[src/rtl/uart_tx_arbiter_if.sv]
// Requester and uart_tx side bundle of uart_tx_arbiter.
// UART_ARB_LOCK_EN adds req_last for packet locking.
interface uart_tx_arbiter_if #(
    parameter int NUM_REQ = 4
);
    logic [NUM_REQ-1:0]   req_valid;
    logic [8*NUM_REQ-1:0] req_data;
`ifdef UART_ARB_LOCK_EN
    logic [NUM_REQ-1:0]   req_last;
`endif
    logic [NUM_REQ-1:0]   req_ack;
    logic [NUM_REQ-1:0]   grant;
    logic [7:0]           data_to_tx;
    logic                 start_tx;
    logic                 tx_busy;
    logic                 tx_err;

`ifdef UART_ARB_LOCK_EN
    modport master (
        output req_valid, req_data, req_last, tx_busy,
        input  req_ack, grant, data_to_tx, start_tx, tx_err
    );
    modport slave (
        input  req_valid, req_data, req_last, tx_busy,
        output req_ack, grant, data_to_tx, start_tx, tx_err
    );
`else
    modport master (
        output req_valid, req_data, tx_busy,
        input  req_ack, grant, data_to_tx, start_tx, tx_err
    );
    modport slave (
        input  req_valid, req_data, tx_busy,
        output req_ack, grant, data_to_tx, start_tx, tx_err
    );
`endif
endinterface

[src/rtl/uart_tx_arbiter.sv]
// Round-robin arbiter sharing one uart_tx between NUM_REQ byte producers.
// UART_ARB_LOCK_EN: hold the grant on one requester until its req_last byte.
module uart_tx_arbiter #(
    parameter int NUM_REQ       = 4,
    parameter int START_TIMEOUT = 4096
) (
    input logic              clk,
    input logic              reset,
    uart_tx_arbiter_if.slave bus
);
    localparam int PW = (NUM_REQ > 1) ? $clog2(NUM_REQ) : 1;
    localparam int CW = $clog2(START_TIMEOUT + 1);

    typedef enum logic [1:0] {
        IDLE,
        START,
        WAIT_DONE
    } state_t;

    state_t state, state_n;

    logic busy_m, busy_s;
    logic [1:0] armed;

    logic [PW-1:0] ptr, ptr_n;
    logic [PW-1:0] win, win_n;
    logic [PW-1:0] pick;
    logic [PW-1:0] win_inc;
    logic found;

    logic [CW-1:0] cnt, cnt_n;
    logic [7:0] data_q, data_n;
    logic [NUM_REQ-1:0] grant_q, grant_n;
    logic [NUM_REQ-1:0] ack_q, ack_n;
    logic [NUM_REQ-1:0] elig;
    logic start_q, start_n;
    logic err_q, err_n;

`ifdef UART_ARB_LOCK_EN
    logic lock_q, lock_n;
    logic last_q, last_n;
    logic [NUM_REQ-1:0] ptr_oh;
`endif

    // tx_busy comes from the baud domain; only busy_s is trusted.
    always_ff @(posedge clk or negedge reset) begin
        if (!reset) begin
            busy_m <= 1'b0;
            busy_s <= 1'b0;
            armed  <= 2'b00;
        end else begin
            busy_m <= bus.tx_busy;
            busy_s <= busy_m;
            armed  <= {armed[0], 1'b1};
        end
    end

`ifdef UART_ARB_LOCK_EN
    always_comb begin
        ptr_oh = '0;
        ptr_oh[ptr] = 1'b1;
        elig = lock_q ? (bus.req_valid & ptr_oh) : bus.req_valid;
    end
`else
    assign elig = bus.req_valid;
`endif

    always_comb begin
        logic [PW-1:0] idx;
        found = 1'b0;
        pick  = '0;
        idx   = '0;
        for (int k = 0; k < NUM_REQ; k++) begin
            idx = PW'((int'(ptr) + k) % NUM_REQ);
            if (!found && elig[idx]) begin
                found = 1'b1;
                pick  = idx;
            end
        end
    end

    assign win_inc = (win == PW'(NUM_REQ - 1)) ? '0 : win + 1'b1;

    always_comb begin
        state_n = state;
        ptr_n   = ptr;
        win_n   = win;
        cnt_n   = cnt;
        data_n  = data_q;
        grant_n = grant_q;
        ack_n   = '0;
        start_n = start_q;
        err_n   = 1'b0;
`ifdef UART_ARB_LOCK_EN
        lock_n  = lock_q;
        last_n  = last_q;
`endif
        unique case (state)
            IDLE: begin
                // armed holds off grants until the synchronizer has
                // seen the line, so a frame still running from before
                // reset is not clobbered.
                if (armed[1] && !busy_s && found) begin
                    win_n   = pick;
                    data_n  = bus.req_data[8*pick +: 8];
                    grant_n = '0;
                    grant_n[pick] = 1'b1;
                    start_n = 1'b1;
                    cnt_n   = '0;
`ifdef UART_ARB_LOCK_EN
                    last_n  = bus.req_last[pick];
`endif
                    state_n = START;
                end
            end
            START: begin
                if (busy_s) begin
                    start_n    = 1'b0;
                    ack_n[win] = 1'b1;
`ifdef UART_ARB_LOCK_EN
                    if (last_q) begin
                        ptr_n  = win_inc;
                        lock_n = 1'b0;
                    end else begin
                        ptr_n  = win;
                        lock_n = 1'b1;
                    end
`else
                    ptr_n = win_inc;
`endif
                    state_n = WAIT_DONE;
                end else if (cnt == CW'(START_TIMEOUT - 1)) begin
                    start_n = 1'b0;
                    grant_n = '0;
                    err_n   = 1'b1;
`ifdef UART_ARB_LOCK_EN
                    lock_n  = 1'b0;
`endif
                    state_n = IDLE;
                end else begin
                    cnt_n = cnt + 1'b1;
                end
            end
            WAIT_DONE: begin
                if (!busy_s) begin
                    grant_n = '0;
                    state_n = IDLE;
                end
            end
            default: state_n = IDLE;
        endcase
    end

    always_ff @(posedge clk or negedge reset) begin
        if (!reset) begin
            state   <= IDLE;
            ptr     <= '0;
            win     <= '0;
            cnt     <= '0;
            data_q  <= '0;
            grant_q <= '0;
            ack_q   <= '0;
            start_q <= 1'b0;
            err_q   <= 1'b0;
`ifdef UART_ARB_LOCK_EN
            lock_q  <= 1'b0;
            last_q  <= 1'b0;
`endif
        end else begin
            state   <= state_n;
            ptr     <= ptr_n;
            win     <= win_n;
            cnt     <= cnt_n;
            data_q  <= data_n;
            grant_q <= grant_n;
            ack_q   <= ack_n;
            start_q <= start_n;
            err_q   <= err_n;
`ifdef UART_ARB_LOCK_EN
            lock_q  <= lock_n;
            last_q  <= last_n;
`endif
        end
    end

    assign bus.data_to_tx = data_q;
    assign bus.start_tx   = start_q;
    assign bus.grant      = grant_q;
    assign bus.req_ack    = ack_q;
    assign bus.tx_err     = err_q;

endmodule

[src/flat_wrapper.sv]
// flat-port wrapper written by rule: the top's interface ports become plain ports
module uart_tx_arbiter_flat 
#(
    parameter int NUM_REQ       = 4,
    parameter int START_TIMEOUT = 4096
)
  (clk, reset, bus_req_valid, bus_req_data, bus_tx_busy, bus_req_ack, bus_grant, bus_data_to_tx, bus_start_tx, bus_tx_err);
  uart_tx_arbiter_if #(.NUM_REQ(NUM_REQ)) bus_i ();
  input logic clk;
  input logic reset;
  input wire logic [$bits(bus_i.req_valid)-1:0] bus_req_valid;
  input wire logic [$bits(bus_i.req_data)-1:0] bus_req_data;
  input wire logic [$bits(bus_i.tx_busy)-1:0] bus_tx_busy;
  output wire logic [$bits(bus_i.req_ack)-1:0] bus_req_ack;
  output wire logic [$bits(bus_i.grant)-1:0] bus_grant;
  output wire logic [$bits(bus_i.data_to_tx)-1:0] bus_data_to_tx;
  output wire logic [$bits(bus_i.start_tx)-1:0] bus_start_tx;
  output wire logic [$bits(bus_i.tx_err)-1:0] bus_tx_err;
  assign bus_i.req_valid = bus_req_valid;
  assign bus_i.req_data = bus_req_data;
  assign bus_i.tx_busy = bus_tx_busy;
  assign bus_req_ack = bus_i.req_ack;
  assign bus_grant = bus_i.grant;
  assign bus_data_to_tx = bus_i.data_to_tx;
  assign bus_start_tx = bus_i.start_tx;
  assign bus_tx_err = bus_i.tx_err;
  uart_tx_arbiter #(.NUM_REQ(NUM_REQ), .START_TIMEOUT(START_TIMEOUT)) u_core (.clk(clk), .reset(reset), .bus(bus_i));
endmodule
[config.mk]
export PLATFORM = sky130hd
export DESIGN_NAME = uart_tx_arbiter_flat
export DESIGN_NICKNAME = d
export VERILOG_FILES = /design/src/rtl/uart_tx_arbiter_if.sv /design/src/rtl/uart_tx_arbiter.sv /design/src/flat_wrapper.sv
export SDC_FILE = /design/constraint.sdc
export NUM_CORES = 1
export LEC_CHECK = 0
export ABC_AREA = 1
export ABC_CLOCK_PERIOD_IN_PS = 2330
export BUFFER_PORTS_ARGS = -buffer_cell sky130_fd_sc_hd__buf_2
export CAP_MARGIN = 25
export CORE_AREA = 2 2 112 103
export DETAILED_ROUTE_END_ITERATION = 10
export DIE_AREA = 0 0 114 105
export PLACE_DENSITY = 0.39
export SYNTH_ARGS = -nofsm -noshare
export SYNTH_HDL_FRONTEND = slang
export SYNTH_SLANG_ARGS = --single-unit
[constraint.sdc]
create_clock -name clk -period 2.33 [get_ports clk]
set_clock_uncertainty 0.15 [all_clocks]
set_input_delay 0.466 -clock clk [delete_from_list [all_inputs] [get_ports clk]]
set_output_delay 0.466 -clock clk [all_outputs]
set_load 0.05 [all_outputs]
==> reports/qor.csv, run 1 <==
stage;metric;value;unit
synth;Cell Area, Synth;2640;µm²
worst_setup_path;Worst Setup Start Kind;flop;
finish;ant diodes;0;
cts;Clock transition at path regs;60;ps
die;core area;10700;µm²
synth;Mapped Cells;369;
die;std cell rows;36;
finish;non-filler cells, final;567;
grt;initial antenna violation count;0;
cts;# H-tree levels;2;
cts;CTS sink count;41;
placement;HPWL after DPL;5.20;mm
die;Die X;114;µm
synth;Yosys cell types;31;
worst_setup_path;CP Max Fanout;5;
synth;synth top area cells;dfrtp_1 (39%), nand2_1 (23%), nand4_1 (5.0%);
worst_setup_path;CP arrival;2160;ps
finish;fin area;3270;µm²
worst_setup_path;reg-to-reg slack, setup;220;ps
detailed_routing;drt total wl;6.83;mm
detailed_routing;Detailed Routing Iterations Pass 1;4;
timing;setup violators final;0;
detailed_routing;vias;2439;
synth;Yosys warnings;0;
die;Die Y;105;µm
synth;Synth top area share;38.8;%
grt;pin count of the biggest net entering global routing;24;
finish;Util after Layout;30.5;%
timing;final period utilization;90.5;%
placement;cell total after placement;559;
grt;vias in the first global route;2373;
detailed_routing;final antenna-violating net count;0;
worst_setup_path;worst setup path class;flop to flop;
synth;Synth Register Bits;41;
timing;setup TNS;0;ps
cts;TritonCTS clock tree;yes;
synth;Synth Area per Inst;7.16;µm²
timing;Period minus WS final;2110;ps
power;peak supply drop;0.443;mV
cts;Num CTS Buffers;5;
grt;All-Layer GR Usage;12.1;%
min_path;Tightest Hold Check Type;primary input to asynchronous set/reset pin;
grt;first-pass GRT wire length;11.7;mm
detailed_routing;Vias/cell;4.30;
worst_setup_path;CP endpoint kind;flop;
cts;Worst-Skew Late Latency;280;ps
placement;number of buffers inserted by port buffering;56;
die;total die area;12000;µm²
die;Initial Util;24.7;%
timing;Slew Viols, Final;0;
placement;DP Area;3120;µm²
synth;syn_nets;417;
run_status;failing checks;negative hold slack;
synth;register area share after synthesis;38.8;%
worst_setup_path;CP cell instances;ha_1 -> nand2_1 -> nor3_2 -> a31oi_1 -> nor3_1 -> nand4_1 -> o21ai_0;
power;pwr dens;1350;nW/µm²
timing;fmax;474;MHz
finish;share of cells above drive strength 1;23.7;%
detailed_routing;Post-route DRC;0;
die;IO Pins;57;
cts;Longest Clk Path Bufs;2;
detailed_routing;DR WL/cell;12.0;µm
job;max cap viols;0;
worst_setup_path;Worst EP required;2380;ps
cts;CTS root buf;clkbuf_16;
detailed_routing;initial DRC count;127;
placement;gpl congestion;0.804;
synth;Synth area leader;dfrtp_1;
timing;Hold Vio Cnt, Final;18;
run_status;status;complete, but fails checks;
worst_setup_path;max incr delay on CP;430;ps
finish;Area Overhead vs Synth;23.7;%
power;Leakage;1.74;nW
grt;total gr overflow;0;
worst_setup_path;CP max stage cell;dfrtp_1;
timing;Final Hold Slack;-14.8;ps
timing;RSZ-0062 raised after global routing;true;
finish;# nets final;481;
==> cells in the mapped netlist, drive strengths merged <==
library cell    n
ha              9
xnor2           4
a21o            1
nand2         177
nor4            1
nand3          22
xor2            6
buf            10
conb            1
inv            31
nand4          21
dfrtp          41
a31oi           1
o21ai          15
clkinv          1
nor2           20
nor3            5
a21oi           1
clkbuf          1
nand3b          1
==> cell usage in the layout, fill, tap and decap left out <==
cell type	netlist	routed
clkbuf_16	0	5
inv_8	1	1
nor4_1	1	1
clkinvlp_4	0	1
nand2_1	165	165
nand3b_1	1	1
dfrtp_2	0	1
nand2_4	1	1
nor2_4	1	1
nand4_1	21	21
buf_2	5	56
nand3_2	3	2
a31oi_1	1	1
o21ai_2	3	3
xor2_1	6	6
o21ai_0	12	11
inv_1	27	27
a21o_1	1	1
a21oi_1	1	1
o21ai_1	0	1
ha_1	9	9
dfrtp_1	41	40
clkinv_2	0	2
buf_4	3	11
nor3_1	4	4
buf_12	0	1
nor2_1	19	19
conb_1	1	1
nand2_2	11	11
inv_2	3	3
xnor2_1	4	4
nand3_1	17	17
clkbuf_1	1	1
nor3_2	1	1
nand3_4	2	3
==> layer usage <==
layer | up-vias | global-route usage (%) | share of wire (%)
met4 | 0 | 2.61 | 0.89
met1 | 1100 | 18.0 | 52
met2 | 36 | 17.9 | 44
met5 | - | 0 | 0
met3 | 4 | 2.44 | 3.7
li1 | 1299 | - | -
==> power breakdown <==
group / leakage (nW) / internal (mW) / total [mW] / switching, mW
registers: 0.539 / 0.878 / 1.02 / 0.143
logic: 1.13 / 0.826 / 2.72 / 1.90
clock network: 0.0706 / 0.394 / 0.674 / 0.280
==> flip-flops by register name, summed over array words and instances (netlist names) <==
signal and cells:
u_core.busy_s 1, u_core.win 2, u_core.armed 2, u_core.bus.tx_err 1, u_core.bus.req_ack 4, u_core.ptr 2, u_core.busy_m 1, u_core.cnt 13
u_core.bus.data_to_tx 8, u_core.bus.grant 4, u_core.state 2, u_core.bus.start_tx 1
==> critical path, delay by kind of cell, from the launching register on <==
| family | cells | cell delay, ps |
|---|---|---|
| DFF | 1 | 430 |
| AOI/OAI and AO/OA | 2 | 410 |
| adders and majority gates | 1 | 210 |
| and+or+nand+nor | 4 | 810 |
==> final timing paths <==
check	endpoint	depth (start not counted)	from
setup / recovery	u_core.bus.grant[3]$_DFFE_PN0P_	7	u_core.cnt[0]$_DFFE_PN0P_
hold reg to reg	u_core.armed[1]$_DFF_PN0_	0	u_core.armed[0]$_DFF_PN0_
setup reg to reg	u_core.bus.grant[3]$_DFFE_PN0P_	7	u_core.cnt[0]$_DFFE_PN0P_
hold / removal	u_core.cnt[9]$_DFFE_PN0P_	1	reset
max in group asynchronous	u_core.cnt[4]$_DFFE_PN0P_	2	reset
min in group clk	u_core.busy_m$_DFF_PN0_	1	bus_tx_busy
==> timing repair <==
item | in CTS | in global routing
resized for setup | 0 | 4
hold buffers | 0 | 0
endpoints found under the setup margin | 0 | 22
buffers inserted | 0 | 0
==> cell type report <==
type,count,area [µm²]
timing repair buffer,68,383
multi-input combinational,285,1420
tap,133,166
sequential,41,1030
fill,1190,7450
inverter,32,131
clock buffer,6,129
clock inverter,2,10.0
==> kinds of logic after synthesis <==
family	synth area share [%]
AND/OR/NAND/NOR	41.9
other	0.142
flip-flops	38.8
adder cells (fa/ha/maj)	4.26
buffers and inverters	7.62
AO/OA/AOI/OAI	3.98
XOR/XNOR	3.31
==> through the flow <==
step	power (mW)	hold slack [ps]	worst slack (ps)
after floorplan	3.14	20.4	467
after global placement	3.78	186	51.7
after detailed placement	3.76	185	51.8
after CTS	4.47	9.51	37.4
after global routing	4.88	19.6	-33.8
final	4.42	-14.8	221
Power figures use the tool's default switching activity.
==> run 2, diff against run 1 <==
BUFFER_PORTS_ARGS = not set   (was -buffer_cell sky130_fd_sc_hd__buf_2)
DONT_BUFFER_PORTS = 1   (was not set)
PLACE_DENSITY = 0.35   (was 0.39)
SETUP_SLACK_MARGIN = 0.4   (was not set)
==> run 2 against run 1 <==
Net effect:
- critical path type unchanged
- clock power up 3.6%
- sequential power up 34%
- sequential cell count unchanged
- maximum frequency up 3.6%
- core utilization up 1.8 points
- the run now ends clean
- cell area up 5.7%
- routed wire length up 11%
- register-to-register slack better by 70 ps
- highest routed layer unchanged
- cell count down 5.3%
- total power up 18%
==> reports/qor.csv, run 2 (synthesized netlist as in run 1, its figures left out) <==
stage;metric;value;unit;change
run_status;status;finished, final reports clean;;was complete, but fails checks
cts;Num CTS Buffers;5;;unchanged
grt;GR peak layer;met2;;was met1
timing;worst slew pin tran;515;ps;
detailed_routing;DR WL/cell;14.1;µm;was 12.0 µm
cts;Longest Clk Path Bufs;2;;unchanged
worst_setup_path;worst setup path class;flop to flop;;unchanged
finish;Area Overhead vs Synth;30.8;%;was 23.7%
timing;setup TNS;0;ps;unchanged
die;IO Pins;57;;unchanged
grt;vias in the first global route;2315;;was 2373
die;Initial Util;24.7;%;unchanged
worst_setup_path;reg-to-reg slack, setup;290;ps;was 220 ps
detailed_routing;vias;2450;;was 2439
power;peak supply drop;0.456;mV;was 0.443 mV
placement;DP Area;2830;µm²;was 3120 µm²
die;Die X;114;µm;unchanged
min_path;worst hold start;bus_tx_busy;;
timing;Slew Viols, Final;0;;unchanged
power;pwr dens;1510;nW/µm²;was 1350 nW/µm²
die;Die Y;105;µm;unchanged
finish;share of cells above drive strength 1;26.0;%;was 23.7%
timing;fmax;491;MHz;was 474 MHz
die;core area;10700;µm²;unchanged
placement;HPWL after DPL;4.99;mm;was 5.20 mm
placement;number of buffers inserted by port buffering;0;;was 56
worst_setup_path;reg2reg start;u_core.ptr[0]$_DFFE_PN0P_;;was u_core.cnt[0]$_DFFE_PN0P_
job;max cap viols;0;;unchanged
detailed_routing;final antenna-violating net count;0;;unchanged
min_path;Tightest Hold Check Type;primary input to flop;;was primary input to asynchronous set/reset pin
grt;total gr overflow;0;;unchanged
power;Leakage;1.74;nW;about the same
finish;# nets final;451;;was 481
die;std cell rows;36;;unchanged
grt;GR Util met2;19.0;%;was 17.9%
finish;most common cell after layout, fill and taps aside;nand2_1;;unchanged
detailed_routing;Detailed Routing Iterations Pass 1;4;;unchanged
cts;TritonCTS clock tree;yes;;unchanged
worst_setup_path;CP bufs+invs;4;;was 0
cts;Worst-Skew Late Latency;290;ps;was 280 ps
finish;most frequent cells in the layout;nand2_1 (144), dfrtp_1 (39), inv_1 (26), nand2_2 (26), buf_4 (23);;was nand2_1 (165), buf_2 (56), dfrtp_1 (40)
worst_setup_path;reg2reg end;u_core.cnt[5]$_DFFE_PN0P_;;was u_core.bus.grant[3]$_DFFE_PN0P_
grt;grt met1 use;17.6;%;was 18.0%
grt;initial antenna violation count;0;;unchanged
detailed_routing;Post-route DRC;0;;unchanged
finish;fill count;1196;;was 1190
cts;Clock transition at path regs;70;ps;was 60 ps
worst_setup_path;CP max stage cell;dfrtp_2;;was dfrtp_1
detailed_routing;initial DRC count;120;;was 127
worst_setup_path;CP endpoint kind;flop;;unchanged
worst_setup_path;Worst EP required;2410;ps;was 2380 ps
detailed_routing;Vias/cell;4.56;;was 4.30
placement;gpl congestion;0.751;;was 0.804
timing;Slew headroom;65.7;%;
worst_setup_path;CP top delay family;simple AND/OR/NAND/NOR gates;;unchanged
worst_setup_path;max incr delay on CP;470;ps;was 430 ps
cts;# H-tree levels;2;;unchanged
worst_setup_path;Worst Setup SP;u_core.ptr[0]$_DFFE_PN0P_;;was u_core.cnt[0]$_DFFE_PN0P_
finish;fin area;3460;µm²;was 3270 µm²
finish;max reg flops;13;;unchanged
worst_setup_path;CP cell instances;buf_6 -> nand2_2 -> nand3_2 -> nand2_2 -> inv_2 -> nand3_4 -> nand3_4 -> nand2_4 -> nand3_4 -> buf_12 -> inv_8 -> nand3_2 -> nand2_2;;was ha_1 -> nand2_1 -> nor3_2 -> a31oi_1 -> nor3_1 -> nand4_1 -> o21ai_0
detailed_routing;drt total wl;7.56;mm;was 6.83 mm
timing;RSZ-0062 raised after global routing;true;;unchanged
timing;Final Hold Slack;47.6;ps;was -14.8 ps
grt;M3 GR Usage;4.06;%;was 2.44%
worst_setup_path;CP arrival;2110;ps;was 2160 ps
timing;Period minus WS final;2040;ps;was 2110 ps
worst_setup_path;Worst Setup Start Kind;flop;;unchanged
grt;All-Layer GR Usage;12.7;%;was 12.1%
cts;CTS sink count;41;;unchanged
power;total chip power;5.23;mW;was 4.42 mW
finish;Util after Layout;32.3;%;was 30.5%
grt;pin count of the biggest net entering global routing;42;;was 24
finish;ant diodes;0;;unchanged
die;total die area;12000;µm²;unchanged
worst_setup_path;Critical Path Stages;13;;was 7
timing;Hold Vio Cnt, Final;0;;was 18
grt;first-pass GRT wire length;12.2;mm;was 11.7 mm
worst_setup_path;CP Max Fanout;6;;was 5
worst_setup_path;crit path capture;u_core.cnt[5]$_DFFE_PN0P_;;was u_core.bus.grant[3]$_DFFE_PN0P_
finish;Top reg by flops;u_core.cnt;;unchanged
timing;final period utilization;87.3;%;was 90.5%
worst_setup_path;cells on worst reg2reg path;13;;was 7
cts;CTS root buf;clkbuf_16;;unchanged
timing;setup violators final;0;;unchanged
## run 2: cell count changes in the layout (fill, tap and decap cells not counted), sizes merged
cell,delta
clkinv,-2
buf,-33
dlygate4sd3,+1
clkinvlp,+1
nand3,+1
inv,+2
## run 2: where the power goes
part | switching (mW) | total (mW) | internal [mW]
sequential | 0.498 | 1.37 | 0.873
combinational | 1.90 | 3.17 | 1.26
clock | 0.300 | 0.698 | 0.398
total | 2.70 | 5.23 | 2.53
## run 2: final cells by class
type                    count  area, µm²  area share (%)
flip-flops and latches     41       1030            29.7
multi-input cells         286       1620            46.7
repair buffers             36        352            10.2
inverters                  32        140            4.05
clock inverters             2       15.0           0.434
well taps                 133        166            4.81
repair inverters            1       11.3           0.326
clock buffers               6        129            3.73
## run 2: worst register-to-register path, delay by kind of cell (launching register included)
| family | cells | cell delay, ps |
|---|---|---|
| flops | 1 | 470 |
| buf+inv | 4 | 480 |
| simple gates | 9 | 880 |
## run 2: timing repair
| item | in CTS | in global routing |
|---|---|---|
| setup buffers | 14 | 8 |
| setup endpoints to repair | 29 | 30 |
| hold buffers | 2 | 0 |
| pin swaps | 4 | 14 |
| cloned | 1 | 1 |
| endpoints found under the hold margin | 41 | 0 |
| gates resized for setup | 25 | 47 |
## run 2: routing by layer
layer / up-vias / routed length [µm]
li1: 1237 / -
met2: 44 / 3530
met5: - / 0
met4: 0 / 108
met1: 1158 / 3530
met3: 11 / 387
## run 2: stage by stage
stage	setup WS, ps	instances
after floorplan	467	369
after global placement	62.1	503
after detailed placement	47.1	503
after CTS	317	528
after global routing	169	537
final	295	537
## run 2: worst min-delay path by stage
| stage | endpoint | slack [ps] | cells past startpoint |
|---|---|---|---|
| floorplan | u_core.armed[0]$_DFF_PN0_ | 20 | 0 |
| global placement | u_core.bus.req_ack[1]$_DFF_PN0_ | 20 | 0 |
| detailed placement | u_core.bus.req_ack[0]$_DFF_PN0_ | 20 | 0 |
| CTS | u_core.busy_m$_DFF_PN0_ | 40 | 0 |
| global route | u_core.busy_m$_DFF_PN0_ | 30 | 0 |
| finish | u_core.busy_m$_DFF_PN0_ | 50 | 0 |
==> run 3, diff against run 2 <==
CELL_PAD_IN_SITES_DETAIL_PLACEMENT = 1   (was not set)
CELL_PAD_IN_SITES_GLOBAL_PLACEMENT = 1   (was not set)
PLACE_DENSITY = 0.45   (was 0.35)
==> run 3 against run 2 <==
Net effect:
- critical path depth decreased by 1
- cell count down 1.1%
- via count down 1.1%
- die area unchanged
- cell area is 2.1% lower
- first-iteration DRC count decreased by 16%
- maximum frequency down 1.8%
- non-clock buffer count decreased by 6
- total power is 4.0% higher
- largest cell class unchanged
- core utilization decreased by 0.69 points
- combinational power rose by 3%
- critical endpoint is now u_core.cnt[1]$_DFFE_PN0P_
==> reports/qor.csv, run 3 (synthesized netlist as in run 1, its figures left out) <==
stage;metric;value;unit;change
worst_setup_path;cell mode on critical path;nand2_1;;
timing;worst setup margin;257;ps;was 295 ps
die;core area;10700;µm²;unchanged
power;peak supply drop;0.551;mV;was 0.456 mV
detailed_routing;Detailed Routing Iterations Pass 1;4;;unchanged
cts;TritonCTS clock tree;yes;;unchanged
grt;first-pass GRT wire length;13.3;mm;was 12.2 mm
finish;# nets final;445;;was 451
worst_setup_path;worst setup path class;flop to flop;;unchanged
placement;Placement Setup Slack;77.5;ps;was 47.1 ps
worst_setup_path;CP max stage cell;dfrtp_2;;unchanged
power;total chip power;5.45;mW;was 5.23 mW
grt;total gr overflow;0;;unchanged
finish;most common cell after layout, fill and taps aside;nand2_1;;unchanged
power;net switching power;2.73;mW;was 2.70 mW
timing;Slew Viols, Final;0;;unchanged
die;std cell rows;36;;unchanged
power;clock network power share;15.2;%;was 13.3%
worst_setup_path;max incr delay on CP;490;ps;was 470 ps
timing;Final Hold Slack;58.5;ps;was 47.6 ps
die;Die Y;105;µm;unchanged
worst_setup_path;CP cell instances;buf_6 -> nand2_1 -> nand2_2 -> nand2_1 -> o21ai_2 -> nand3_4 -> nand3_2 -> nand2_4 -> nand3_4 -> buf_6 -> nand2_1 -> o21ai_1;;was buf_6 -> nand2_2 -> nand3_2 -> nand2_2 -> inv_2 -> nand3_4 -> nand3_4 -> nand2_4 -> nand3_4 -> buf_12 -> inv_8 -> nand3_2 -> nand2_2
detailed_routing;initial DRC count;101;;was 120
grt;pin count of the biggest net entering global routing;42;;unchanged
grt;initial antenna violation count;0;;unchanged
worst_setup_path;CP Max Fanout;6;;unchanged
detailed_routing;DR WL/cell;14.7;µm;was 14.1 µm
worst_setup_path;Worst EP required;2350;ps;was 2410 ps
power;Sw Ratio;50.1;%;was 51.6%
timing;RSZ-0062 raised after global routing;true;;unchanged
finish;most frequent cells in the layout;nand2_1 (139), dfrtp_1 (37), nand2_2 (34);;was nand2_1 (144), dfrtp_1 (39), inv_1 (26), nand2_2 (26), buf_4 (23)
finish;fill count;1298;;was 1196
worst_setup_path;CP top delay family;simple AND/OR/NAND/NOR gates;;unchanged
power;sequential power share;25.2;%;was 26.2%
power;pwr dens;1610;nW/µm²;was 1510 nW/µm²
timing;Hold Vio Cnt, Final;0;;unchanged
job;max cap viols;0;;unchanged
detailed_routing;Post-route DRC;0;;unchanged
worst_setup_path;CP bufs+invs;2;;was 4
worst_setup_path;CP arrival;2090;ps;was 2110 ps
timing;worst slew pin tran;523;ps;was 515 ps
power;Pint;2.72;mW;was 2.53 mW
die;Die X;114;µm;unchanged
cts;Num CTS Buffers;5;;unchanged
placement;HPWL after DPL;5.61;mm;was 4.99 mm
finish;share of cells above drive strength 1;25.1;%;was 26.0%
timing;Period minus WS final;2070;ps;was 2040 ps
timing;final period utilization;89.0;%;was 87.3%
finish;ant diodes;0;;unchanged
timing;setup violators final;0;;unchanged
grt;All-Layer GR Usage;13.9;%;was 12.7%
placement;number of buffers inserted by port buffering;0;;unchanged
detailed_routing;final antenna-violating net count;0;;unchanged
timing;setup TNS;0;ps;unchanged
finish;Top reg by flops;u_core.cnt;;unchanged
detailed_routing;vias;2422;;was 2450
worst_setup_path;CP endpoint kind;flop;;unchanged
power;Comb pwr share;59.6;%;was 60.5%
worst_setup_path;Worst Setup Start Kind;flop;;unchanged
power;Leakage;1.68;nW;was 1.74 nW
die;IO Pins;57;;unchanged
cts;CTS sink count;41;;unchanged
die;total die area;12000;µm²;unchanged
detailed_routing;Vias/cell;4.56;;about the same
run_status;status;finished, final reports clean;;unchanged
placement;gpl congestion;0.721;;was 0.751
cts;Worst-Skew Late Latency;280;ps;was 290 ps
cts;Clock transition at path regs;60;ps;was 70 ps
cts;CTS root buf;clkbuf_16;;unchanged
die;Initial Util;24.7;%;unchanged
detailed_routing;drt total wl;7.82;mm;was 7.56 mm
finish;max reg flops;13;;unchanged
cts;Longest Clk Path Bufs;2;;unchanged
grt;vias in the first global route;2556;;was 2315
cts;# H-tree levels;2;;unchanged
timing;Slew headroom;65.1;%;was 65.7%
timing;fmax;482;MHz;was 491 MHz
min_path;Tightest Hold Check Type;primary input to flop;;unchanged
finish;Area Overhead vs Synth;28.0;%;was 30.8%
## run 3: layout make-up
class | count | area, µm² | share of cell area, %
inverters | 32 | 143 | 4.21
multi-input cells | 285 | 1530 | 45.1
repair inverters | 2 | 16.3 | 0.481
repair buffers | 30 | 325 | 9.61
flip-flops and latches | 41 | 1030 | 30.5
clock buffers | 6 | 139 | 4.10
well taps | 133 | 166 | 4.92
clock inverters | 2 | 37.5 | 1.11
## run 3: per-stage QoR
step	instances	utilization (%)	area (µm²)
after floorplan	369	-	2640
after global placement	502	26.4	2830
after detailed placement	502	26.4	2830
after CTS	528	31.0	3320
after global routing	531	31.6	3380
final	531	31.6	3380
## run 3: path summary, 6_finish.rpt
check | slack [ps] | to | cells after the start | from
max | 260 | u_core.cnt[1]$_DFFE_PN0P_ | 12 | u_core.ptr[0]$_DFFE_PN0P_
min | 60 | u_core.busy_m$_DFF_PN0_ | 0 | bus_tx_busy
max reg2reg | 260 | u_core.cnt[1]$_DFFE_PN0P_ | 12 | u_core.ptr[0]$_DFFE_PN0P_
min reg2reg | 200 | u_core.busy_s$_DFF_PN0_ | 0 | u_core.busy_m$_DFF_PN0_
max in group asynchronous | 1280 | u_core.cnt[0]$_DFFE_PN0P_ | 2 | reset
min in group asynchronous | 540 | u_core.cnt[10]$_DFFE_PN0P_ | 2 | reset
## run 3: routing by layer
metal / vias to the layer above / part of all wire [%] / GRT usage (%)
met5: - / 0 / 0
met4: 0 / 1.1 / 3.40
met1: 1153 / 48 / 19.2
met3: 6 / 3.9 / 2.84
li1: 1222 / - / -
met2: 41 / 47 / 22.3
## run 3: power groups by stage
stage                     clock network, mW  registers [mW]  logic, mW
after floorplan                           0            1.31       1.83
after global placement                    0            1.39       2.43
after detailed placement                  0            1.39       2.42
after CTS                             0.852            1.38       3.22
after global routing                  0.878            1.40       3.68
final                                 0.826            1.37       3.25
## run 3: timing repair
action / CTS / global route
setup endpoints to repair: 30 / 30
resized for setup: 55 / 14
endpoints found under the hold margin: 41 / 0
buffers inserted: 12 / 2
hold buffers: 2 / 0
gates cloned: 4 / 1
pin swaps: 24 / 6
